--- src/rtl/volume_level_controller_pkg.sv ---
// Shared constants, types and the sample-to-magnitude helper for the volume level path.
package vol_pkg;
    localparam logic [11:0] MID_SCALE = 12'd2048;
    localparam logic [10:0] MAG_MAX   = 11'd2047;
    localparam logic [3:0]  MAX_LEVEL = 4'd9;

    typedef enum logic [1:0] {IDLE, MAP, UPDATE} vol_state_t;
    typedef logic [3:0] level_t;

    // Distance from mid-scale; only sample=0 reaches 2048, which saturates to 2047.
    function automatic logic [10:0] sample_mag(input logic [11:0] s);
        logic [11:0] d;
        d = (s >= MID_SCALE) ? (s - MID_SCALE) : (MID_SCALE - s);
        return d[11] ? MAG_MAX : d[10:0];
    endfunction
endpackage

--- src/rtl/volume_level_controller_peak_window_acc.sv ---
// Peak tracker over fixed windows of valid samples: holds the closing window's peak
// in snapshot and flags the final sample of each window with window_done.
import vol_pkg::*;

module peak_window_acc #(
    parameter int WINDOW_LEN = 4096
) (
    input  logic        clk,
    input  logic        rst_n,
    input  logic        sample_valid,
    input  logic [11:0] sample,
    output logic [10:0] snapshot,
    output logic        window_done
);
    logic [15:0] count;
    logic [10:0] peak;
    logic [10:0] mag;
    logic [10:0] peak_next;

    assign mag         = sample_mag(sample);
    assign peak_next   = (mag > peak) ? mag : peak;
    // The final sample belongs to the closing window, so done is qualified by the strobe itself.
    assign window_done = sample_valid && (count == 16'(WINDOW_LEN - 1));

    // Count valid samples, track the running peak, capture it on the final sample.
    always_ff @(posedge clk or negedge rst_n) begin
        if (!rst_n) begin
            count    <= '0;
            peak     <= '0;
            snapshot <= '0;
        end else if (sample_valid) begin
            if (window_done) begin
                snapshot <= peak_next;
                peak     <= '0;
                count    <= '0;
            end else begin
                peak     <= peak_next;
                count    <= count + 16'd1;
            end
        end
    end
endmodule

--- src/rtl/volume_level_controller.sv ---
// Mic sample stream to 0..9 volume level: window peak, sequential threshold ladder,
// instant attack, one-step release per window, freeze hold.
import vol_pkg::*;

module volume_level_controller #(
    parameter int WINDOW_LEN = 4096,
    parameter int STEP       = 205,
    parameter bit RELEASE_EN = 1'b1
) (
    input  logic        clk,
    input  logic        rst_n,
    input  logic        sample_valid,
    input  logic [11:0] sample,
    input  logic        freeze,
    output logic [3:0]  volume_level,
    output logic        level_valid,
    output logic        busy
);
    localparam logic [11:0] STEP_W = 12'(STEP);

    logic [10:0] snapshot;
    logic        window_done;
    vol_state_t  state;
    level_t      lvl;
    logic [11:0] thr;

    peak_window_acc #(.WINDOW_LEN(WINDOW_LEN)) u_acc (
        .clk          (clk),
        .rst_n        (rst_n),
        .sample_valid (sample_valid),
        .sample       (sample),
        .snapshot     (snapshot),
        .window_done  (window_done)
    );

    assign busy = (state != IDLE);

    // Mapping FSM: climb the ladder one band per cycle, then apply attack/release/freeze once.
    always_ff @(posedge clk or negedge rst_n) begin
        if (!rst_n) begin
            state        <= IDLE;
            lvl          <= '0;
            thr          <= '0;
            volume_level <= '0;
            level_valid  <= 1'b0;
        end else begin
            level_valid <= 1'b0;
            case (state)
                IDLE: begin
                    if (window_done) begin
                        state <= MAP;
                        lvl   <= '0;
                        thr   <= STEP_W;
                    end
                end
                MAP: begin
                    // snapshot is read live, so an overrun remaps against the newest peak.
                    if (({1'b0, snapshot} >= thr) && (lvl < MAX_LEVEL)) begin
                        lvl <= lvl + 4'd1;
                        thr <= thr + STEP_W;
                    end else begin
                        state <= UPDATE;
                    end
                end
                UPDATE: begin
                    state <= IDLE;
                    if (!freeze) begin
                        level_valid <= 1'b1;
                        // vol==0 always takes the first branch, so the decrement cannot underflow.
                        if ((lvl >= volume_level) || !RELEASE_EN)
                            volume_level <= lvl;
                        else
                            volume_level <= volume_level - 4'd1;
                    end
                end
                default: state <= IDLE;
            endcase
        end
    end

    // A new window must never close while the previous one is still being mapped.
    assert property (@(posedge clk) disable iff (!rst_n) !(window_done && busy));
endmodule
--- config.mk ---
export PLATFORM = sky130hd
export DESIGN_NAME = volume_level_controller
export DESIGN_NICKNAME = d
export VERILOG_FILES = /design/src/rtl/volume_level_controller_pkg.sv /design/src/rtl/volume_level_controller_peak_window_acc.sv /design/src/rtl/volume_level_controller.sv
export SDC_FILE = /design/constraint.sdc
export NUM_CORES = 1
export LEC_CHECK = 0
export CAP_MARGIN = 10
export CORE_MARGIN = 2
export CORE_UTILIZATION = 31
export CTS_CLUSTER_SIZE = 10
export DETAILED_ROUTE_END_ITERATION = 8
export GPL_TIMING_DRIVEN = 0
export HOLD_SLACK_MARGIN = 0.1
export SLEW_MARGIN = 25
export SYNTH_ARGS = -nofsm -noshare
export SYNTH_HDL_FRONTEND = slang
export SYNTH_SLANG_ARGS = --single-unit
--- constraint.sdc ---
create_clock -name clk -period 2.64 [get_ports clk]
set_clock_uncertainty 0.05 [all_clocks]
set_input_delay 0.792 -clock clk [delete_from_list [all_inputs] [get_ports clk]]
set_output_delay 0.792 -clock clk [all_outputs]
set_load 0.02 [all_outputs]
# == Word-level counts from Yosys, hierarchy flattened ==
# Index checks and enable logic that the tools add are counted.
# word_totals
inputBits,16
mem_bits_rw,0
romBits,0
memories,0
latch_bits,0
regBits,61
# classes
eq_ne,6
n_reduce_logical,9
n_addsub,6
n_lt_le_gt_ge,5
shift,0
muxes,17
n_bitwise,1
mul,0
div,0
# ops
operator,n
$mux 12,3
$mux 11,3
$pmux 12 s2,1
$add 16x1->16 const B,1
$eq 16x12->1 const B,1
$mux 16,1
$add 12x8->12 const B,1
$ge 11x12->1,1
$ge 12x12->1 const B,1
$mux 4,3
$sub 12x12->12 const A,1
$sub 12x12->12 const B,1
$gt 11x11->1,1
$pmux 4 s2,1
$reduce_and 2->1,3
$add 4x1->4 const B,1
$ge 4x4->1,1
$lt 4x4->1 const B,1
$mux 2,2
$ne 2x2->1 const B,2
$pmux 2 s2,1
$reduce_bool 2->1,2
$sub 4x1->4 const B,1
$reduce_and 3->1,1
7 further kinds,9

# == Logic depth before layout (Yosys ltp) ==
# Gate-level depths: netlist of the first run.
# logic_depth
ltp_word,6
ltp_mapped,14
ltp_nobuf,13

# == Hierarchy ==
# A second synthesis of the first run with hierarchy kept.
# unflattened
cells_unflattened,428
area_unflattened_um2,4005.1
# by_module_without_submodules
mod,n_inst,area_each_um2,seq_area_each_um2,cells_per_inst
peak_window_acc,1,2507.4,950.9,261
volume_level_controller,1,1497.7,575.6,167

# == Least setup slack after synthesis of the first run ==
# OpenSTA, ideal clock, no wires.
# synth_path
kind,input to register
startpoint,in sample[0]
endpoint,reg u_acc.peak[0]
setup_slack_ns,-0.839
arrival_time_ns,3.308
required_time_ns,2.469
stages,14
path_cell_list,inv_1 ha_1 nor2b_1 and3_1 nor2b_1 o31ai_1 ha_1 nand4_1 a211oi_2 a211oi_2 a41oi_4 and3_1 buf_6 a22o_1
# synth_via
elab_chain_cells,6
elab_cells_between_ends,8
classes_between,2 x add/sub; 2 x order compare; 4 x mux
# synth_rtl
element,line_no,text
start: declaration,volume_level_controller.sv:13,"input logic [11:0] sample,"
$sub 12x12->12 / $ge 12x12->1 (equally long branches),volume_level_controller_pkg.sv:13,d = (s >= MID_SCALE) ? (s - MID_SCALE) : (MID_SCALE - s);
$mux 12 *,volume_level_controller_pkg.sv:13,
$mux 11 *,volume_level_controller_pkg.sv:14,return d[11] ? MAG_MAX : d[10:0];
$gt 11x11->1,volume_level_controller_peak_window_acc.sv:21,assign peak_next = (mag > peak) ? mag : peak;
$mux 11 *,volume_level_controller_peak_window_acc.sv:21,
$mux 11 *,volume_level_controller_peak_window_acc.sv:32,if (window_done) begin
end signal: assignment,volume_level_controller_peak_window_acc.sv:37,peak <= peak_next;
end: declaration,volume_level_controller_peak_window_acc.sv:16,logic [10:0] peak;
# Every way passes the cells marked *; elsewhere a longest branch is shown, timed or not.
# A chain may end at the register's enable or synchronous reset.

# == Worst setup path after layout of the first run ==
# layout_path
startpoint,in sample[0]
endpoint,reg u_acc.peak[9]
# Same word-level chain as after synthesis.

==> impl_metrics.ini, run 1 <==
[run_status]
status = finished with violations
violations = setup timing

[grt]
grt_pass1_vias = 3052
grt_overflow = 0
antenna_found_initial = 0
grt_use_total_pct = 13.7
grt_pass1_wl_um = 14700
grt_max_degree = 45

[timing]
rsz0062_at_grt = yes
tns_ps = -11530
fin_crit_sh_pct = 123
setup_ws_ps = -600
worst_pin_slew_ps = 746
finalSetupViolations = 23
fmax_mhz = 309
slew_headroom_pct = 50.2
min_period_ps = 3240
finalHoldViolCount = 0
finalMaxSlewViolations = 0
hold_slack_ps = 288

[drt]
viasPerCell = 5.08
ant_nets = 0
drc = 0
wl_per_cell_um = 14.1
vias = 3106
drt_iter0_markers = 133
dr.pass1.iters = 5
drt-total-wl_um = 8630

[yosys]
synth.area.top_cells = dfrtp_1 (40%), ha_1 (11%), nand2_1 (4.5%), inv_1 (4.3%), o21ai_0 (4.2%)
synth_enable_flop_cells = 0
syn_area_mm2 = 0.00379
synth_ff_type = dfrtp_1
async_flop_share_pct = 100
synth_top_cell_by_area = dfrtp_1
synth_top_area_share_pct = 40.3
netlist_instances = 406
synth_seq_cells = 61
synth_cell_type_count = 61
synth_nets = 454
syn_avg_cell_area_um2 = 9.33
synthTopCellsByCount = dfrtp_1 (61), nand2_1 (45), inv_1 (43)
yosysSeqAreaShare_pct = 40.3
yosys_warnings = 0
synth_most_common_cell = dfrtp_1

[layout]
seq_area_mm2 = 0.00153
fin_area_mm2 = 0.00515
nets = 507
drive_above_1_share_pct = 25.2
antennaDiodeCount = 0
syn_to_final_growth_pct = 36.1
multi_input_area_mm2 = 0.00239
final_util_pct = 43.1
fillerInstances = 1127

[die]
fp.dieW_um = 115
die_height_um = 115
core_area_mm2 = 0.0120
pin_count = 22
die-area_mm2 = 0.0131
rows = 40
start_util_pct = 31.7

[setup_path]
start_kind = input port
critical_path.cell_chain = buf_4 -> inv_8 -> ha_4 -> nor2b_4 -> and3_4 -> nor2b_4 -> o31ai_4 -> ha_4 -> a21oi_2 -> o21ai_1 -> a211oi_2 -> a41oi_4 -> buf_6 -> and3_4 -> buf_6 -> a22o_1
r2r_slack_ps = 250
worstSetupEndpointType = flop
worstPathRequired_ps = 2800
worstPathArrival_ps = 3400
crit_path_max_fanout = 5
crit_path_top_delay_cell = o31ai_4
crit_type = input port to flop
cp_slowest_stage_delay_ps = 330

[clocking]
path_clk_slew_ps = 50
cts_tree = built
cts_root_buffer = clkbuf_16
cts.path.max_buffers = 2
clock_sinks = 61
clock_latency_ps = 320
cts_buffers = 9
hold_buffers = 0
cts_max_level = 3

[placed_design]
dpl_cell_area_mm2 = 0.00430
place_congestion = 0.774
dp_hpwl_um = 5880
port_buffers = 21

[power]
power_mw = 3.84
p_leak_nw = 2.33
switching_share_pct = 30.2
internal_power_mw = 2.68
switching_power_mw = 1.16
seqPwrFrac_pct = 30.6
ir_drop_uv = 310
clkPwrFrac_pct = 36.5
power_density_mw_per_mm2 = 745
p_comb_share_pct = 32.9

[hold_path]
min_path_type = input port to asynchronous set/reset pin

[run]
cap_violations = 0
[critical path: cells and delay by family]
kind                     cells  cell delay, ps
AO/OA/AOI/OAI                6            1130
AND/OR/NAND/NOR              4             600
buffers and inverters        4             450
adder cells (fa/ha/maj)      2             410
[cell usage in the layout, fill, tap and decap left out, types with 5 or more instances in the layout]
master / Yosys / final
a21oi_1: 14 / 9
buf_4: 0 / 15
ha_1: 32 / 27
ha_4: 0 / 5
xnor2_1: 11 / 10
nor2_1: 20 / 19
a21oi_2: 1 / 6
nor3_1: 9 / 6
clkdlybuf4s50_1: 0 / 8
o21ai_0: 32 / 24
xor2_1: 6 / 6
buf_6: 2 / 9
inv_1: 43 / 41
o311ai_2: 0 / 6
nor2b_1: 7 / 5
nand4_1: 5 / 5
clkbuf_16: 0 / 10
nand2_1: 45 / 41
a22o_1: 10 / 10
dfrtp_1: 61 / 61
nand3_1: 17 / 11
nand2b_1: 5 / 5
o21ai_1: 1 / 9
[sequential cells by signal, indices dropped and copies added (netlist names)]
name	count
level_valid	1
lvl	4
state	2
thr	12
u_acc.count	16
u_acc.peak	11
u_acc.snapshot	11
volume_level	4
[cells by family (layout without fill, tap and decap cells)]
group | after synthesis | count (layout) | share of synthesized area [%]
DFF | 61 | 61 | 40.3
xor gates and xnor gates | 17 | 17 | 3.93
adders and majority gates | 32 | 32 | 10.6
AOI/OAI and AO/OA | 97 | 97 | 18.1
and+or+nand+nor | 136 | 137 | 18.7
buffers and inverters | 54 | 111 | 5.88
muxes | 9 | 9 | 2.48
[power by group through the flow]
stage / registers (mW) / clock network (mW) / logic [mW]
CTS: 1.17 / 1.42 / 1.01
finish: 1.18 / 1.40 / 1.26
global route: 1.19 / 1.46 / 1.39
floorplan: 1.16 / 0 / 0.598
global placement: 1.18 / 0 / 0.775
detailed placement: 1.18 / 0 / 0.804
[timing repair]
item	CTS	global route
resized for setup	72	39
cloned	2	1
setup buffers	13	4
setup endpoints to repair	22	27
pin swaps	17	22
[metrics by stage]
step	std cells	setup slack (ps)
finish	611	-600
global placement	574	-1680
CTS	606	-537
detailed placement	575	-1710
global route	611	-736
floorplan	406	-640
[metal layers]
layer	share of wire (%)	up-vias	wire (um)	global-route usage, %
li1	-	1551	-	-
met1	47	1490	4030	18.0
met2	49	51	4210	23.0
met3	2.7	14	234	2.12
met4	1.9	0	161	4.72
met5	0	-	0	0
[final timing paths]
kind                              startpoint                end  cells after the start
hold / removal                         rst_n    volume_level[2]                      1
min in group clk           u_acc.snapshot[0]  u_acc.snapshot[0]                      2
setup / recovery                   sample[0]      u_acc.peak[9]                     16
max in group asynchronous              rst_n      u_acc.peak[2]                      2
hold reg to reg            u_acc.snapshot[0]  u_acc.snapshot[0]                      2
setup reg to reg                      thr[5]             lvl[0]                     10
[cell type report]
cell class | count | area share [%]
well taps | 147 | 3.57
clock inverters | 5 | 2.06
plain buffers | 11 | 1.63
inverters | 43 | 3.52
flip-flops and latches | 61 | 29.6
repair buffers | 41 | 8.33
multi-input cells | 292 | 46.4
clock buffers | 11 | 4.90
Power figures use the tool's default switching activity.
==> run 2, diff against run 1 <==
--- a/config.mk
+++ b/config.mk
@@ -7,7 +7,7 @@
 export LEC_CHECK = 0
 export CAP_MARGIN = 10
 export CORE_MARGIN = 2
-export CORE_UTILIZATION = 31
+export CORE_UTILIZATION = 40
 export CTS_CLUSTER_SIZE = 10
 export DETAILED_ROUTE_END_ITERATION = 8
 export GPL_TIMING_DRIVEN = 0
==> impl_metrics.ini, run 2 (synthesized netlist as in run 1, its figures left out) <==
[run_status]
status = finished with violations
violations = setup timing

[layout]
final_cell_mix = dfrtp_1 (61), inv_1 (41), nand2_1 (40)
final_common_cell = dfrtp_1
drive_above_1_share_pct = 25.8
nets = 505
antennaDiodeCount = 0
syn_to_final_growth_pct = 30.0
largest_reg_flops = 16
largestRegisters = u_acc.count: 16 flops, thr: 12 flops
top_register = u_acc.count
fin_area_mm2 = 0.00492

[timing]
slew_headroom_pct = 58.9
worst_pin_slew_ps = 616
finalSetupViolations = 22
rsz0062_at_grt = yes
min_period_ps = 3140
setup_ws_ps = -505
tns_ps = -9310
fin_crit_sh_pct = 119
finalMaxSlewViolations = 0
finalHoldViolCount = 0
fmax_mhz = 318

[placed_design]
port_buffers = 21
dpl_cell_area_mm2 = 0.00425
place_ws_ps = -1720
place_congestion = 0.820
dp_hpwl_um = 5870

[grt]
busiest_layer = met2
grt_pass1_vias = 2915
grt_util_met2_pct = 28.3
grt_pass1_wl_um = 13900
grt_overflow = 0
grt_max_degree = 36
gr-usage-met1_pct = 22.7
use_met3_pct = 2.76
grt_use_total_pct = 17.1
antenna_found_initial = 0

[drt]
wl_per_cell_um = 14.7
dr.pass1.iters = 4
drt_iter0_markers = 86
drc = 0
vias = 3100
drt-total-wl_um = 8430
viasPerCell = 5.41
ant_nets = 0

[setup_path]
critical_path.cell_chain = buf_8 -> nor4_4 -> and3_4 -> a211o_1 -> nand2_2 -> ha_4 -> nand4_1 -> a211oi_2 -> a211oi_4 -> a41oi_4 -> buf_12 -> buf_6 -> mux2i_2 -> o21ai_1
worstSetupEndpointType = flop
r2r_slack_ps = 250
crit_type = input port to flop
crit_path_top_delay_cell = nor4_4
worstPathArrival_ps = 3310
critPathBufInv = 3
start_kind = input port
crit_path_max_fanout = 8
cp_slowest_stage_delay_ps = 340
worstPathRequired_ps = 2810
crit_family = simple AND/OR/NAND/NOR gates

[clocking]
clock_latency_ps = 340
cts_max_level = 3
cts_root_buffer = clkbuf_8
cts.path.max_buffers = 2
cts_buffers = 9
path_clk_slew_ps = 70
cts_tree = built
clock_sinks = 61

[die]
die-area_mm2 = 0.0103
fp.dieW_um = 101
rows = 35
core_area_mm2 = 0.00920
start_util_pct = 41.2
pin_count = 22
die_height_um = 101

[power]
p_leak_nw = 2.27
power_density_mw_per_mm2 = 666
ir_drop_uv = 365

[run]
cap_violations = 0

[hold_path]
min_path_type = input port to asynchronous set/reset pin
run 2: cell count changes in the layout (fill, tap and decap cells not counted), moves of 3 or more:
cell / previous run / this run
buf_6: 9 / 4
clkbuf_16: 10 / 1
clkinv_2: 0 / 3
clkbuf_8: 3 / 13
nand3_2: 3 / 6
buf_2: 3 / 6
run 2: per-stage QoR:
| step | instances | power, mW | util [%] | hold slack, ps |
|---|---|---|---|---|
| 6_report | 573 | 3.28 | 53.5 | 322 |
| 4_1_cts | 570 | 3.07 | 51.2 | 321 |
| 3_5_place_dp | 539 | 1.98 | 46.2 | 433 |
| 3_3_place_gp | 538 | 1.95 | 46.0 | 428 |
| 2_1_floorplan | 406 | 1.76 | - | 406 |
| 5_1_grt | 573 | 3.48 | 53.5 | 322 |
run 2: repair_timing:
action / 4_1_cts / 5_1_grt
resized for setup: 77 / 36
pin swaps: 18 / 10
gates cloned: 0 / 1
hold endpoints to repair: 0 / 0
buffers inserted: 16 / 2
hold buffers: 0 / 0
setup endpoints to repair: 22 / 22
run 2: final cells by class:
| type | instances | area (um2) |
|---|---|---|
| fill | 815 | 4270 |
| multi-input combinational | 291 | 2380 |
| sequential | 61 | 1530 |
| timing repair buffer | 41 | 410 |
| inverter | 43 | 181 |
| clock buffer | 12 | 165 |
| tap | 111 | 139 |
| buffer | 10 | 71.3 |
| clock inverter | 4 | 45.0 |
run 2: path summary, 6_finish.rpt:
path,startpoint,end,cells after the start
max in group asynchronous,rst_n,u_acc.peak[4],2
worst min register to register,u_acc.count[11],u_acc.count[11],1
worst min-delay path,rst_n,level_valid,1
min in group clk,u_acc.count[11],u_acc.count[11],1
worst max-delay path,sample[4],u_acc.snapshot[0],14
worst max register to register,thr[9],thr[2],10
run 2: power breakdown:
part / total [mW] / internal, mW / switching [mW]
registers: 1.17 / 1.06 / 0.106
clock network: 0.879 / 0.509 / 0.370
logic: 1.23 / 0.610 / 0.617
run 2: per-layer routing:
metal,up-vias,wire [um]
li1,1539,-
met1,1512,3930
met3,8,213
met5,-,0
met4,0,112
met2,41,4180
==> run 3, diff against run 2 <==
--- a/config.mk
+++ b/config.mk
@@ -8,8 +8,10 @@
 export CAP_MARGIN = 10
 export CORE_MARGIN = 2
 export CORE_UTILIZATION = 40
+export CTS_CLUSTER_DIAMETER = 40
 export CTS_CLUSTER_SIZE = 10
 export DETAILED_ROUTE_END_ITERATION = 8
+export GPL_ROUTABILITY_DRIVEN = 0
 export GPL_TIMING_DRIVEN = 0
 export HOLD_SLACK_MARGIN = 0.1
 export SLEW_MARGIN = 25
==> results of run 3 <==
No change in the layout: final DEF, timing and power equal those of run 2.
